## src/rtl/dram_seq_pkg.sv

```systemverilog
`default_nettype none
// ============================================================================
// Module      : dram_seq_pkg
// Description : Shared types and default timing for the DRAM address
//               sequencer: controller state encoding, default parameter
//               values and the width of the phase-length counter.
// Ports       : none (package)
// Revision    : 1.0 - initial release
// ============================================================================
package dram_seq_pkg;

  typedef enum logic [2:0] {
    S_IDLE    = 3'd0,
    S_ROW     = 3'd1,
    S_RAS     = 3'd2,
    S_COL     = 3'd3,
    S_CAS     = 3'd4,
    S_PRE     = 3'd5,
    S_REF_ROW = 3'd6,
    S_REF_RAS = 3'd7
  } state_t;

  localparam int DEF_ADDR_W         = 8;
  localparam int DEF_CAS_CYC        = 2;
  localparam int DEF_PRE_CYC        = 2;
  localparam int DEF_RAS_REF_CYC    = 2;
  localparam int DEF_REFRESH_PERIOD = 64;

  // Width of the counter that times the multi-cycle phases (CAS, PRE, REF_RAS).
  localparam int CNT_W = 16;

endpackage
`default_nettype wire

```

## src/rtl/dram_refresh_timer.sv

```systemverilog
`default_nettype none
// ============================================================================
// Module      : dram_refresh_timer
// Description : Free-running refresh period counter, refresh-pending flag and
//               the row counter used by RAS-only refresh.
// Ports       : clk, nrst     - clock, async active-low reset
//               clear         - refresh has been taken (drops pending)
//               inc           - advance refresh row by one (mod 2^ADDR_W)
//               pending       - a refresh is owed
//               row           - next row to refresh
// Revision    : 1.0 - initial release
// ============================================================================
module dram_refresh_timer #(
  parameter int ADDR_W         = 8,
  parameter int REFRESH_PERIOD = 64
) (
  input  logic              clk,
  input  logic              nrst,
  input  logic              clear,
  input  logic              inc,
  output logic              pending,
  output logic [ADDR_W-1:0] row
);

  localparam int            TW     = $clog2(REFRESH_PERIOD);
  localparam logic [TW-1:0] T_LAST = TW'(REFRESH_PERIOD - 1);

  logic [TW-1:0] r_count;
  logic          w_wrap;

  assign w_wrap = (r_count == T_LAST);

  always_ff @(posedge clk or negedge nrst) begin
    if (!nrst) begin
      r_count <= '0;
      pending <= 1'b0;
      row     <= '0;
    end else begin
      r_count <= w_wrap ? '0 : r_count + 1'b1;
      // A wrap takes priority over clear so a request arriving in the same
      // cycle the previous one is consumed is not lost; it never accumulates.
      if (w_wrap)
        pending <= 1'b1;
      else if (clear)
        pending <= 1'b0;
      if (inc)
        row <= row + 1'b1;
    end
  end

endmodule
`default_nettype wire

```

## src/rtl/dram_addr_sequencer.sv

```systemverilog
`default_nettype none
// ============================================================================
// Module      : dram_addr_sequencer
// Description : Multiplexes a latched 2*ADDR_W CPU address onto the DRAM
//               address bus and sequences nRAS/nCAS/nWE, with RAS-only
//               refresh and a req/ack handshake.
// Ports       : clk, nrst           - clock, async active-low reset
//               req, we, addr       - access request (level), write flag,
//                                     address (row = upper half)
//               noe                 - active-low output enable for ma
//               ma, sel             - DRAM address, row(0)/column(1) select
//               nras, ncas, nwe     - DRAM strobes, active-low
//               ack                 - one-cycle data-phase-complete pulse
//               busy                - sequencer not idle
// Revision    : 1.0 - initial release
// ============================================================================
module dram_addr_sequencer
  import dram_seq_pkg::*;
#(
  parameter int ADDR_W         = DEF_ADDR_W,
  parameter int CAS_CYC        = DEF_CAS_CYC,
  parameter int PRE_CYC        = DEF_PRE_CYC,
  parameter int RAS_REF_CYC    = DEF_RAS_REF_CYC,
  parameter int REFRESH_PERIOD = DEF_REFRESH_PERIOD
) (
  input  logic                clk,
  input  logic                nrst,
  input  logic                req,
  input  logic                we,
  input  logic [2*ADDR_W-1:0] addr,
  input  logic                noe,
  output logic [ADDR_W-1:0]   ma,
  output logic                sel,
  output logic                nras,
  output logic                ncas,
  output logic                nwe,
  output logic                ack,
  output logic                busy
);

  localparam logic [CNT_W-1:0] CAS_LAST = CNT_W'(CAS_CYC - 1);
  localparam logic [CNT_W-1:0] PRE_LAST = CNT_W'(PRE_CYC - 1);
  localparam logic [CNT_W-1:0] REF_LAST = CNT_W'(RAS_REF_CYC - 1);

  state_t                r_state, w_state_nxt;
  logic [CNT_W-1:0]      r_cnt, w_cnt_nxt;
  logic [2*ADDR_W-1:0]   r_addr, w_addr_nxt;
  logic                  r_we, w_we_nxt;
  logic [ADDR_W-1:0]     r_ma, w_ma_nxt;
  logic                  w_sel_nxt, w_nras_nxt, w_ncas_nxt, w_nwe_nxt, w_ack_nxt;
  logic                  w_ref_clear, w_ref_inc, w_pending;
  logic [ADDR_W-1:0]     w_row;

  dram_refresh_timer #(
    .ADDR_W         (ADDR_W),
    .REFRESH_PERIOD (REFRESH_PERIOD)
  ) u_refresh_timer (
    .clk     (clk),
    .nrst    (nrst),
    .clear   (w_ref_clear),
    .inc     (w_ref_inc),
    .pending (w_pending),
    .row     (w_row)
  );

  // Next state, phase counter and address latch.
  always_comb begin
    w_state_nxt = r_state;
    w_cnt_nxt   = '0;
    w_addr_nxt  = r_addr;
    w_we_nxt    = r_we;
    w_ref_clear = 1'b0;
    w_ref_inc   = 1'b0;
    case (r_state)
      S_IDLE: begin
        if (w_pending) begin
          w_state_nxt = S_REF_ROW;
        end else if (req) begin
          w_state_nxt = S_ROW;
          w_addr_nxt  = addr;
          w_we_nxt    = we;
        end
      end
      S_ROW: w_state_nxt = S_RAS;
      S_RAS: w_state_nxt = S_COL;
      S_COL: w_state_nxt = S_CAS;
      S_CAS: begin
        if (r_cnt == CAS_LAST) w_state_nxt = S_PRE;
        else                   w_cnt_nxt   = r_cnt + 1'b1;
      end
      S_PRE: begin
        if (r_cnt == PRE_LAST) w_state_nxt = S_IDLE;
        else                   w_cnt_nxt   = r_cnt + 1'b1;
      end
      S_REF_ROW: begin
        w_ref_clear = 1'b1;
        w_state_nxt = S_REF_RAS;
      end
      S_REF_RAS: begin
        if (r_cnt == REF_LAST) begin
          w_state_nxt = S_PRE;
          w_ref_inc   = 1'b1;
        end else begin
          w_cnt_nxt = r_cnt + 1'b1;
        end
      end
      default: w_state_nxt = S_IDLE;
    endcase
  end

  // Outputs are registered, so they are decoded from the state being entered.
  always_comb begin
    w_ma_nxt   = r_ma;
    w_sel_nxt  = 1'b0;
    w_nras_nxt = 1'b1;
    w_ncas_nxt = 1'b1;
    w_nwe_nxt  = 1'b1;
    case (w_state_nxt)
      S_ROW: w_ma_nxt = w_addr_nxt[2*ADDR_W-1:ADDR_W];
      S_RAS: w_nras_nxt = 1'b0;
      S_COL: begin
        w_nras_nxt = 1'b0;
        w_sel_nxt  = 1'b1;
        w_ma_nxt   = w_addr_nxt[ADDR_W-1:0];
      end
      S_CAS: begin
        w_nras_nxt = 1'b0;
        w_sel_nxt  = 1'b1;
        w_ncas_nxt = 1'b0;
        w_nwe_nxt  = ~w_we_nxt;
      end
      S_REF_ROW: w_ma_nxt = w_row;
      S_REF_RAS: w_nras_nxt = 1'b0;
      default: ;
    endcase
    w_ack_nxt = (w_state_nxt == S_CAS) && (w_cnt_nxt == CAS_LAST);
  end

  always_ff @(posedge clk or negedge nrst) begin
    if (!nrst) begin
      r_state <= S_IDLE;
      r_cnt   <= '0;
      r_addr  <= '0;
      r_we    <= 1'b0;
      r_ma    <= '0;
      sel     <= 1'b0;
      nras    <= 1'b1;
      ncas    <= 1'b1;
      nwe     <= 1'b1;
      ack     <= 1'b0;
      busy    <= 1'b0;
    end else begin
      r_state <= w_state_nxt;
      r_cnt   <= w_cnt_nxt;
      r_addr  <= w_addr_nxt;
      r_we    <= w_we_nxt;
      r_ma    <= w_ma_nxt;
      sel     <= w_sel_nxt;
      nras    <= w_nras_nxt;
      ncas    <= w_ncas_nxt;
      nwe     <= w_nwe_nxt;
      ack     <= w_ack_nxt;
      busy    <= (w_state_nxt != S_IDLE);
    end
  end

  // The output-enable gate stays combinational, as on the discrete mux.
  assign ma = noe ? '0 : r_ma;

endmodule
`default_nettype wire

```

## config.mk

```make
export PLATFORM = sky130hd
export DESIGN_NAME = dram_addr_sequencer
export DESIGN_NICKNAME = d
export VERILOG_FILES = /design/src/rtl/dram_seq_pkg.sv /design/src/rtl/dram_refresh_timer.sv /design/src/rtl/dram_addr_sequencer.sv
export SDC_FILE = /design/constraint.sdc
export NUM_CORES = 1
export LEC_CHECK = 0
export ABC_AREA = 1
export BUFFER_PORTS_ARGS = -buffer_cell sky130_fd_sc_hd__buf_2
export CELL_PAD_IN_SITES_DETAIL_PLACEMENT = 1
export CELL_PAD_IN_SITES_GLOBAL_PLACEMENT = 1
export CORE_ASPECT_RATIO = 0.8
export CORE_MARGIN = 5
export CORE_UTILIZATION = 35
export CTS_CLUSTER_SIZE = 30
export DETAILED_ROUTE_END_ITERATION = 10
export PLACE_DENSITY_LB_ADDON = 0.1
export REMOVE_ABC_BUFFERS = 1
export SYNTH_ARGS = -nofsm -noshare
export SYNTH_HDL_FRONTEND = slang
export SYNTH_HIERARCHICAL = 1
export SYNTH_SLANG_ARGS = --single-unit
```

## constraint.sdc

```tcl
create_clock -name clk -period 2.2 [get_ports clk]
set_input_delay 0.11 -clock clk [delete_from_list [all_inputs] [get_ports clk]]
set_output_delay 0.11 -clock clk [all_outputs]
set_load 0.01 [all_outputs]
```

Word-level counts from Yosys, hierarchy flattened
Cells that the tools add are included.

word-level totals
  memories = 0
  RAM bits = 0
  bits in registers = 65
  output and inout bits = 14
  latch bits = 0
  word-level logic and storage cells = 68
  memory bits (read-only) = 0

cells by class
  add/subtract/negate cells = 3
  multiplexer cells = 25
  magnitude comparators = 0
  shift-type cells = 0
  reduce and logical (&&, ||, !) cells = 9
  $mul = 0
  div/mod/pow operators = 0
  bitwise gates (word level) = 1
  equality and inequality tests = 16

operators by type and width
  operator                 number
  $mux W16                 5
  $eq A16 B1 Y1 const B    2
  $pmux W8 S3              1
  $eq A3 B3 Y1 const B     7
  $pmux W3 S7              1
  $add A16 B1 Y16 const B  1
  $eq A3 B2 Y1 const B     4
  $mux W1                  12
  $mux W3                  4
  $add A8 B1 Y8 const B    1
  $mux W8                  1
  $add A6 B1 Y6 const B    1
  $eq A3 B1 Y1 const B     2
  $eq A6 B6 Y1 const B     1
  $mux W6                  1
  $reduce_bool A3 Y1       2
  $reduce_or A2 Y1         2
  $reduce_or A4 Y1         1
  $logic_not A3 Y1         1
  $reduce_or A3 Y1         1
  $reduce_bool A2 Y1       1
  $logic_and A1 B1 Y1      1
  $not A1 Y1               1

Depth between registers and ports, before layout
  depth in word-level cells = 6
  mapped depth = 13
  gate-level depth less buffers = 13

Hierarchy
The synthesis kept the hierarchy.

by module, submodules not included
  module               instances  area an instance (µm²)  cells an instance
  dram_addr_sequencer  1          2695.1                  332
  dram_refresh_timer   1          691.9                   69

Least setup slack after synthesis
No wires, ideal clock.

  path kind = register to register
  from = reg r_cnt[1]
  to = reg u_refresh_timer.row[5]
  cell stages (with the launch flop) = 11
  setup slack = 574 ps
  required time = 2075 ps
  data arrival time = 1501 ps
  period minus slack after synthesis = 1626 ps
  library setup time = 125 ps
  path through = dfrtp_1 > inv_1 > ha_1 > nand3_1 > nor2_1 > nand3_1 > nor2_1 > nand2_2 > nor2_4 > nand2_2 > xnor2_2

between the ends
  word-level cells in the longest chain between the ends = 3

ends and longest elaborated chain
  item                    RTL line                    source
  start, declared         dram_addr_sequencer.sv:46   logic [CNT_W-1:0] r_cnt, w_cnt_nxt;
  start signal, assigned  dram_addr_sequencer.sv:154  r_cnt <= w_cnt_nxt;
  $eq A16 B1 Y1           dram_addr_sequencer.sv:100  if (r_cnt == REF_LAST) begin
  $mux W1                 dram_addr_sequencer.sv:100
  $mux W1                 dram_addr_sequencer.sv:74   case (r_state)
  via w_ref_inc           dram_addr_sequencer.sv:51   logic w_ref_clear, w_ref_inc, w_pending;
  end signal, assigned    dram_refresh_timer.sv:47    row <= row + 1'b1;
  end, declared           dram_refresh_timer.sv:22    output logic [ADDR_W-1:0] row

The timed path passes the listed nets, and every way through them passes these cells.
A chain may end at the register's enable or synchronous reset.

Worst setup path in the final report
  from = reg r_cnt[0]
  to = reg ack

between the ends
  word-level cells in the longest chain between the ends = 5

ends and longest elaborated chain
  item                                              RTL line                                                                          source
  $add A16 B1 Y16 or $eq A16 B1 Y1 (tied branches)  n/a
  $mux W16, or another cell as far along            dram_addr_sequencer.sv:88, dram_addr_sequencer.sv:92, dram_addr_sequencer.sv:100
  $mux W16 or $pmux W3 S7 (tied branches)           n/a
  $eq A16 B1 Y1 or $eq A3 B3 Y1 (tied branches)     dram_addr_sequencer.sv:136                                                        w_ack_nxt = (w_state_nxt == S_CAS) && (w_cnt_nxt == CAS_LAST);
  $logic_and A1 B1 Y1 (*)                           dram_addr_sequencer.sv:136
  via w_ack_nxt                                     dram_addr_sequencer.sv:50                                                         logic w_sel_nxt, w_nras_nxt, w_ncas_nxt, w_nwe_nxt, w_ack_nxt;
  end signal, assigned                              dram_addr_sequencer.sv:162                                                        ack <= w_ack_nxt;
  end, declared                                     dram_addr_sequencer.sv:37                                                         output logic ack,

The timed path passes the listed nets; every way through them passes the cells marked *.

==> results.yml <==
grt:
  grt_max_degree: 27
  antenna_found_initial: 0
  grt.met1_usage_pct: 24.7
  top_usage_layer: "met1"
  grt_pass1_wl_um: 14600
  grt_util_met2_pct: 20.3
  grtUsageTotal_pct: 15.8
  met3_usage_pct: 4.34
  gr-total-overflow: 0
  grt_pass1_vias: 2755
synth:
  syn-cell-area_mm2: 0.00339
  ys_ff_latch: 65
  synth_top_area_share_pct: 45.8
  ys_seq_area_share_pct: 48.1
  ys_types: 33
  synth_area_leaders: "dfrtp_1 (46%), nand2_1 (9.5%), nand3_1 (7.2%), inv_1 (7.0%), nor2_1 (4.8%)"
  synthFlopType: "dfrtp_1"
  yosysWarningCount: 6
  synthTopCellsByCount: "nand2_1 (86), inv_1 (63), dfrtp_1 (62)"
  synthCells: 401
  synth_area_per_cell_um2: 8.45
  synth_edf_count: 0
  async_flop_share_pct: 100
  yosys.area.top_type: "dfrtp_1"
  synth.most_common_cell: "nand2_1"
floorplan:
  start_util_pct: 35.5
  io_pins: 35
  core_mm2: 0.00953
  fp.dieW_um: 120
  dieHeight_um: 98.0
  num_rows: 32
  dieArea_mm2: 0.0118
clock_network:
  path_clk_slew_ns: 0.06
  cts.htree.levels: 3
  cts_tree: "built"
  root_buffer: "clkbuf_16"
  clkLatencyLatePin_ns: 0.33
  clockBufferDepth: 2
  cts_buffers: 9
  cts_resized: 0
  cts_setup_buffers: 0
  clock_sinks: 65
  postCtsHoldBufs: 1
timing:
  maxSlewViolCount: 0
  post-route-period-util_pct: 86.2
  max_freq_ghz: 0.527
  hold_viol_final: 0
  grt_setup_unrepaired: "false"
  setup_ws_ns: 0.304
  skew_ns: 0.00682
  worstMarginPinSlew_ns: 0.553
  fin_setup_tns_ns: 0
  setup_viol: 0
  timing.hold.ws_ns: 0.0258
  post-route-min-period_ns: 1.90
  max-slew-margin-rel_pct: 63.1
route:
  wl_per_cell_um: 15.0
  wirelength_um: 8570
  drt-initial-drc-count: 160
  firstDrtPassIters: 4
  viasPerCell: 4.72
  drc: 0
  ant_nets: 0
  vias: 2691
place:
  dp_cells: 553
  post-place-ws_ns: 0.315
  dpl.hpwl_um: 6400
  portBuffers: 34
  place_congestion: 0.800
setup_path:
  timing.rr.start: "r_cnt[0]$_DFF_PN0_"
  path_class: "reg -> reg"
  start_kind: "flip-flop"
  rr_worst_depth: 11
  end_kind: "flip-flop"
  critical_path_arrival_ns: 2.12
  reg2reg_to: "ack$_DFF_PN0_"
  required_ns: 2.42
  path_max_fanout: 4
  cp-endpoint: "ack$_DFF_PN0_"
  startpoint: "r_cnt[0]$_DFF_PN0_"
  reg2reg_slack_ns: 0.30
final_layout:
  antennaDiodeCount: 0
  fillers: 1167
  layout.nets: 471
  final_cells: 570
  drive_gt1_share_pct: 21.7
  regArea_mm2: 0.00163
  syn_to_final_growth_pct: 18.8
  multi_input_area_mm2: 0.00146
power_and_ir_drop:
  p_int_mw: 3.10
  p_per_area_mw_per_mm2: 1180
  combPwrFrac_pct: 31.0
  power_switching_mw: 1.64
  ir_drop_mv: 0.570
  p_clk_share_pct: 32.6
  seq_power_share_pct: 36.4
  swShare_pct: 34.5
  p_leak_nw: 2.13
worst_hold_path:
  min_path_type: "in -> reg"
run_status:
  outcome: "completed"
job:
  max_cap_violations: 0
cell usage in the layout, fill, tap and decap left out, drive strengths merged, types with 3 or more instances in the layout:
master	n
buf	38
nor2	54
o21ai	5
nor3	3
nand4	7
nand2	100
dfstp	3
ha	4
xor2	9
mux2	10
a21oi	11
dfrtp	62
clkbuf	11
inv	66
a31oi	9
nand3	49
sequential cells by signal, summed over array words and instances (netlist names):
| register | flops |
|---|---|
| ack | 1 |
| busy | 1 |
| ncas | 1 |
| nras | 1 |
| nwe | 1 |
| r_addr | 16 |
| r_cnt | 16 |
| r_ma | 8 |
| r_state | 3 |
| r_we | 1 |
| sel | 1 |
| u_refresh_timer/pending | 1 |
| u_refresh_timer/r_count | 6 |
| u_refresh_timer/row | 8 |
cells by family (layout without fill, tap and decap cells):
| kind of cell | count (synthesis) | in the layout | synth area share, % |
|---|---|---|---|
| AOI/OAI and AO/OA | 27 | 27 | 4.80 |
| xor gates and xnor gates | 11 | 11 | 3.07 |
| adders and majority gates | 4 | 4 | 1.48 |
| buffers and inverters | 71 | 121 | 8.87 |
| DFF | 65 | 65 | 48.1 |
| muxes | 10 | 10 | 3.66 |
| and+or+nand+nor | 213 | 213 | 30.0 |
cell type report:
cell class              instances  share of cell area [%]
inverters                      66                    6.34
clock buffers                  11                    6.03
repair buffers                 39                    5.22
well taps                     119                    3.70
multi-input cells             265                    36.2
clock inverters                 5                    1.99
flip-flops and latches         65                    40.5
metrics by stage:
step / util [%] / area (um^2) / power (mW)
2_1_floorplan: - / 3340 / 2.72
3_3_place_gp: 38.7 / 3690 / 3.18
3_5_place_dp: 38.7 / 3690 / 3.22
4_1_cts: 42.2 / 4020 / 4.82
5_1_grt: 42.2 / 4020 / 5.09
6_report: 42.2 / 4020 / 4.74
power by group through the flow:
stage	registers (mW)	logic (mW)	clock network, mW
floorplan	1.72	1.00	0
detailed placement	1.74	1.48	0
finish	1.72	1.47	1.55
global placement	1.72	1.45	0
CTS	1.73	1.50	1.60
global route	1.77	1.66	1.66
metal layers:
metal | vias to the layer above | wire [um] | part of all wire [%]
li1 | 1359 | - | -
met1 | 1282 | 4690 | 55
met2 | 38 | 3390 | 40
met3 | 12 | 379 | 4.4
met4 | 0 | 108 | 1.3
met5 | - | 0 | 0
worst max-delay path: stages (launching register included):
cell and delay (ns):
dfrtp_1 0.40, ha_1 0.28, nand3_1 0.16, nor2_1 0.21, nand2_1 0.13, nor2_1 0.15, xor2_1 0.15, nand2_1 0.08
o21ai_0 0.07, nor2_1 0.07, nand2_1 0.05, nor2_1 0.04
worst min-delay path by stage:
stage / start / end / slack (ns) / cells past startpoint
floorplan: nrst / ack$_DFF_PN0_ / -0.19 / 0
global placement: nrst / ack$_DFF_PN0_ / 0.12 / 1
detailed placement: nrst / ack$_DFF_PN0_ / 0.13 / 1
CTS: addr[13] / r_addr[13]$_DFF_PN0_ / 0.005 / 2
global route: addr[12] / r_addr[12]$_DFF_PN0_ / 0.02 / 2
finish: addr[13] / r_addr[13]$_DFF_PN0_ / 0.03 / 2
(Power assumes the default switching activity.)
